### config.mk
export PLATFORM = sky130hd
export DESIGN_NAME = serial_adder
export DESIGN_NICKNAME = d
export VERILOG_FILES = /design/src/rtl/serial_adder.sv
export SDC_FILE = /design/constraint.sdc
export NUM_CORES = 1
export LEC_CHECK = 0
export BUFFER_PORTS_ARGS = -buffer_cell sky130_fd_sc_hd__buf_2
export CAP_MARGIN = 20
export CORE_MARGIN = 2
export CORE_UTILIZATION = 35
export CTS_BUF_LIST = sky130_fd_sc_hd__clkbuf_16
export DETAILED_ROUTE_END_ITERATION = 8
export PLACE_DENSITY_LB_ADDON = 0.25
export SYNTH_ARGS = -nofsm -noshare
export SYNTH_HDL_FRONTEND = slang
export SYNTH_SLANG_ARGS = --single-unit
### constraint.sdc
create_clock -name clk -period 3.46 [get_ports clk]
set_clock_uncertainty 0.2 [all_clocks]
set_input_delay 0.519 -clock clk [delete_from_list [all_inputs] [get_ports clk]]
set_output_delay 0.519 -clock clk [all_outputs]
set_load 0.05 [all_outputs]
### src/rtl/serial_adder.sv
// Bit-serial WIDTH-bit adder: one full-adder step per clock, LSB first.
// The carry lives in a flip-flop between bits and sum bits collect in a shift register.
module serial_adder #(
    parameter int unsigned WIDTH = 8
) (
    input  logic             clk,
    input  logic             rst_n,
    input  logic             start,
    input  logic [WIDTH-1:0] a,
    input  logic [WIDTH-1:0] b,
    input  logic             cin,
    output logic             busy,
    output logic             done,
    output logic [WIDTH-1:0] sum,
    output logic             cout
);

    localparam int unsigned CntW = (WIDTH > 1) ? $clog2(WIDTH) : 1;
    localparam logic [CntW-1:0] LastBit = CntW'(WIDTH - 1);

    typedef enum logic [0:0] {
        StIdle,
        StShift
    } state_e;

    state_e           state_q, state_d;
    logic [WIDTH-1:0] a_sr_q, a_sr_d;
    logic [WIDTH-1:0] b_sr_q, b_sr_d;
    logic [WIDTH-1:0] s_sr_q, s_sr_d;
    logic             carry_q, carry_d;
    logic [CntW-1:0]  cnt_q, cnt_d;
    logic [WIDTH-1:0] sum_q, sum_d;
    logic             cout_q, cout_d;
    logic             done_q, done_d;
    logic             busy_q, busy_d;

    // Full-adder cell on the current LSBs.
    logic             fs, fc;
    logic [WIDTH-1:0] s_shifted;

    assign fs = a_sr_q[0] ^ b_sr_q[0] ^ carry_q;
    assign fc = (a_sr_q[0] & b_sr_q[0]) | (carry_q & (a_sr_q[0] ^ b_sr_q[0]));

    // A one-bit adder has no upper sum bits to shift down.
    if (WIDTH == 1) begin : g_w1
        assign s_shifted = fs;
    end else begin : g_wn
        assign s_shifted = {fs, s_sr_q[WIDTH-1:1]};
    end

    always_comb begin
        state_d = state_q;
        a_sr_d  = a_sr_q;
        b_sr_d  = b_sr_q;
        s_sr_d  = s_sr_q;
        carry_d = carry_q;
        cnt_d   = cnt_q;
        sum_d   = sum_q;
        cout_d  = cout_q;
        done_d  = 1'b0;
        busy_d  = busy_q;

        unique case (state_q)
            StIdle: begin
                if (start) begin
                    a_sr_d  = a;
                    b_sr_d  = b;
                    s_sr_d  = '0;
                    carry_d = cin;
                    cnt_d   = '0;
                    state_d = StShift;
                    busy_d  = 1'b1;
                end
            end
            StShift: begin
                s_sr_d  = s_shifted;
                carry_d = fc;
                a_sr_d  = a_sr_q >> 1;
                b_sr_d  = b_sr_q >> 1;
                cnt_d   = cnt_q + CntW'(1);
                if (cnt_q == LastBit) begin
                    sum_d   = s_shifted;
                    cout_d  = fc;
                    done_d  = 1'b1;
                    busy_d  = 1'b0;
                    cnt_d   = '0;
                    state_d = StIdle;
                end
            end
            default: begin
                state_d = StIdle;
                busy_d  = 1'b0;
            end
        endcase
    end

    always_ff @(posedge clk or negedge rst_n) begin
        if (!rst_n) begin
            state_q <= StIdle;
            a_sr_q  <= '0;
            b_sr_q  <= '0;
            s_sr_q  <= '0;
            carry_q <= 1'b0;
            cnt_q   <= '0;
            sum_q   <= '0;
            cout_q  <= 1'b0;
            done_q  <= 1'b0;
            busy_q  <= 1'b0;
        end else begin
            state_q <= state_d;
            a_sr_q  <= a_sr_d;
            b_sr_q  <= b_sr_d;
            s_sr_q  <= s_sr_d;
            carry_q <= carry_d;
            cnt_q   <= cnt_d;
            sum_q   <= sum_d;
            cout_q  <= cout_d;
            done_q  <= done_d;
            busy_q  <= busy_d;
        end
    end

    assign busy = busy_q;
    assign done = done_q;
    assign sum  = sum_q;
    assign cout = cout_q;

endmodule

# Word level (Yosys, flattened, before mapping)

Cells that the tools add are included.

Bits in registers: 40
Memory bits (read-only): 0
Bits in latches: 0
Input port bits: 20
Word-level logic and storage cells: 41
RAM bits: 0
Memories kept: 0

Reductions and logical operators: 2
Magnitude comparators: 0
Div/mod/pow operators: 0
Add/subtract/negate cells: 1
Muxes and demuxes: 19
Eq/ne operators: 3
Shift operators: 0
Bitwise gates (word level): 6
Multiply operators: 0

Operator list:

| operator                                      | count |
|---|---|
| case mux 8 bit (2 select lines)               | 3 |
| two-way mux 8 bit                             | 3 |
| two-way mux 1 bit                             | 7 |
| two-way mux 3 bit                             | 2 |
| case mux 1 bit (2 select lines)               | 3 |
| case mux 3 bit (2 select lines)               | 1 |
| AND reduction 2 bit                           | 2 |
| adder 3 x 1 -> 3 bit, second input constant   | 1 |
| == test 3 bit, second input constant          | 1 |
| AND 1 bit                                     | 2 |
| != test 2 x 1 -> 1 bit, second input constant | 1 |
| != test 2 bit, second input constant          | 1 |
| XOR 1 bit                                     | 2 |
| NOT 1 bit                                     | 1 |
| OR 1 bit                                      | 1 |

# Logic depth before layout (Yosys ltp)

Depth in word-level cells: 4
Depth in mapped cells: 4

# Least setup slack after synthesis

OpenSTA, ideal clock, no wires.

Path type: reg-to-reg
Start point: register cnt_q[0]
End point: register cout_q (netlist: cout)
Setup time: 0.125 ns
Period minus slack after synthesis: 1.605 ns
Stages on the path, launching flop included: 5
Setup slack: 1.855 ns
Arrival time: 1.280 ns
Cells stage by stage: dfrtp_1 -> ha_1 -> ha_1 -> nand2_2 -> mux2_2

Cells in the longest elaborated chain, start to end: 2

Ends and longest elaborated chain:

| element                              | RTL line | text |
|---|---|---|
| from (decl)                          | 31       | `logic [CntW-1:0] cnt_q, cnt_d;` |
| from (signal assigned)               | 115      | `cnt_q <= cnt_d;` |
| == test 3 bit                        | 81       | `if (cnt_q == LastBit) begin` |
| AND reduction 2 bit (no source line) | --       |  |
| to (signal assigned)                 | 117      | `cout_q <= cout_d;` |
| to (decl)                            | 33       | `logic cout_q, cout_d;` |

Every way passes these cells.
A chain may end at the register's enable or synchronous reset.

# Final worst setup path

Start point: register state_q
End point: register cnt_q[1]

Cells in the longest elaborated chain, start to end: 2
Elaborated cells between the ends (all ways): 3
Those cells by class: 1 x eq/ne; 1 x mux; 1 x bitwise

Ends and longest elaborated chain:

| element                                                          | RTL line | text |
|---|---|---|
| from (decl)                                                      | 26       | `state_e state_q, state_d;` |
| from (signal assigned)                                           | 99       | `state_q <= StIdle;` |
| from (signal assigned)                                           | 110      | `state_q <= state_d;` |
| NOT 1 bit                                                        | --       |  |
| case mux 3 bit (2 select lines) or != test 2 bit (tied branches) | --       |  |

Parallel ways exist; a longest one is shown, timed or not.

==> out/metrics.cfg <==
[timing]
tightest_slew_ns=0.847
fin_ws_ns=1.66
tns_ns=0
setup-violations-final=0
slew_headroom=0.435
rsz0062_at_grt=false
hold_viol=0
finalCritPeriodShare=0.521
drv_slew=0
min_period_ns=1.80
fmax_mhz=555

[critical_path]
crit_type=reg -> reg
rr_worst_depth=3
timing.rr.start=state_q
critPathMaxFanout=31
r2r-end=cnt_q[1]
startpoint=state_q
cp-start-kind=flop
reg2reg_slack_ns=1.66
crit_required_ns=3.42
cp.arrival_ns=1.76
setup.worst_path.end=cnt_q[1]
crit_path_end_kind=flop

[synthesis]
synth-seq-area-share=0.589
synth_cell_type_count=21
synth_top_area_cell=dfrtp_1
synth_top_area_frac=0.589
synthTopCellsByArea=dfrtp_1 (59%), mux2i_1 (10%), mux2_2 (6.1%)
yosysWarnings=0
syn_area_um2=1660
syn_area_per_cell_um2=12.2
ys_seq_elements=39
syn_nets=160
postSynthCellCount=136

[clock_network]
cts.path.max_buffers=2
postCtsSetupBuffers=0
clock-sinks=39
cts_buffers=5
cts_tree=built
clockRootBuffer=clkbuf_16
hold_buffers=0
clock_latency_ns=0.28
htreeDepth=2
clk_pin_slew_ns=0.06
cts_resized=0

[placed_design]
io_buffers=30
dp_slack_ns=1.66
gp_congestion=0.664
place_hpwl_mm=2.12

[drt]
drt_wl_total_mm=3.00
first_iter_violations=80
drc=0
final_antenna_net_count=0
wl_per_cell_um=13.6
drt_first_pass_iters=5
post_drt_via_cell_ratio=5.07
num_vias=1120

[final_layout]
fin_nets=190
final_cell_mix=dfrtp_1 (39), buf_2 (30), nand2_1 (19)
diodes=0
fillCellCount=452
multi_input_comb_area_um2=616
final_common_cell=dfrtp_1
area_growth_pct=18.4
drive_gt1_frac=0.275
regArea_um2=976

[run]
cap_violations=0

[hold_path]
hold_class=in -> async

[power]
ir_drop_mv=0.264
p_per_area_nw_per_um2=942
p_leak_nw=0.999

[grt]
grt_start_max_net_pins=40
grt_pass1_vias=1104
track_usage=0.129
antenna_found_initial=0
grt_first_pass_wirelength_mm=5.20
overflow=0

[die]
core.rowCount=25
coreArea_um2=4630
fp.dieW_um=72.8
die-area_um2=5300
start_util=0.358
ios=31
die_h_um=72.8

[outcome]
status=complete, no violations

[routing by layer]
metal / vias up / part of all wire / routed length [µm] / GRT usage
li1: 528 / - / - / -
met1: 556 / 0.44 / 1310 / 0.165
met2: 34 / 0.50 / 1490 / 0.204
met3: 2 / 0.058 / 175 / 0.0401
met4: 0 / 0.0070 / 21 / 0.0556
met5: - / 0 / 0 / 0
[worst min-delay path by stage]
stage / start / endpoint / slack (ns) / cells past startpoint
after global placement: b_sr_q[3] / b_sr_q[2] / 0.26 / 2
after global routing: rst_n / done / 0.23 / 1
after floorplan: rst_n / a_sr_q[0] / 0.02 / 0
after detailed placement: b_sr_q[2] / b_sr_q[1] / 0.28 / 2
after CTS: rst_n / done / 0.19 / 1
final: rst_n / sum[3] / 0.15 / 1
[through the flow]
step	hold slack, ns	cells	instance area (µm²)	power, mW	utilization
2_1_floorplan	0.0234	136	1660	1.29	-
3_3_place_gp	0.265	213	1820	1.41	0.394
3_5_place_dp	0.279	213	1820	1.45	0.394
4_1_cts	0.192	221	1960	1.87	0.424
5_1_grt	0.233	221	1960	1.98	0.424
6_report	0.149	221	1960	1.85	0.424
[cell type report]
cell class	count	area share
clock buffer	5	0.0638
clock inverter	3	0.00574
inverter	2	0.00383
multi-input combinational	87	0.314
sequential	39	0.498
tap	54	0.0345
timing repair buffer	31	0.0804
[worst max-delay path: stages (launching register included)]
cell	delay (ns)
dfrtp_1	0.68
buf_4	0.38
nor2_1	0.17
a22o_1	0.26
[cells in the mapped netlist]
library cell and number:
nor3b_1 1, ha_1 3, clkbuf_1 1, o22ai_1 1, a21oi_1 1, mux2_2 9, nand2b_1 4, a21o_1 1
inv_1 2, buf_6 1, buf_4 5, mux2i_1 17, buf_2 1, nand2_2 1, dfrtp_1 39, a22o_1 5
o21ai_1 2, o21ai_0 17, nor2_1 5, fa_1 1, nand2_1 19
[kinds of logic after synthesis]
logic type,share of synthesized area
AO/OA/AOI/OAI,0.0952
adder cells (fa/ha/maj),0.0347
flip-flops,0.589
multiplexers,0.164
AND/OR/NAND/NOR,0.0778
buffers and inverters,0.0393
[report_power, final]
group	internal (mW)	total, mW	leakage (nW)	switching, mW
clock	0.259	0.420	0.0701	0.161
combinational	0.250	0.648	0.422	0.399
sequential	0.640	0.779	0.507	0.139
[state kept, by name, summed over array words and instances, names as in the netlist]
| signal | cells |
|---|---|
| busy | 1 |
| cout | 1 |
| carry_q | 1 |
| sum | 8 |
| s_sr_q | 7 |
| a_sr_q | 8 |
| b_sr_q | 8 |
| state_q | 1 |
| cnt_q | 3 |
| done | 1 |
No activity file was read; power rests on OpenSTA's default activity.
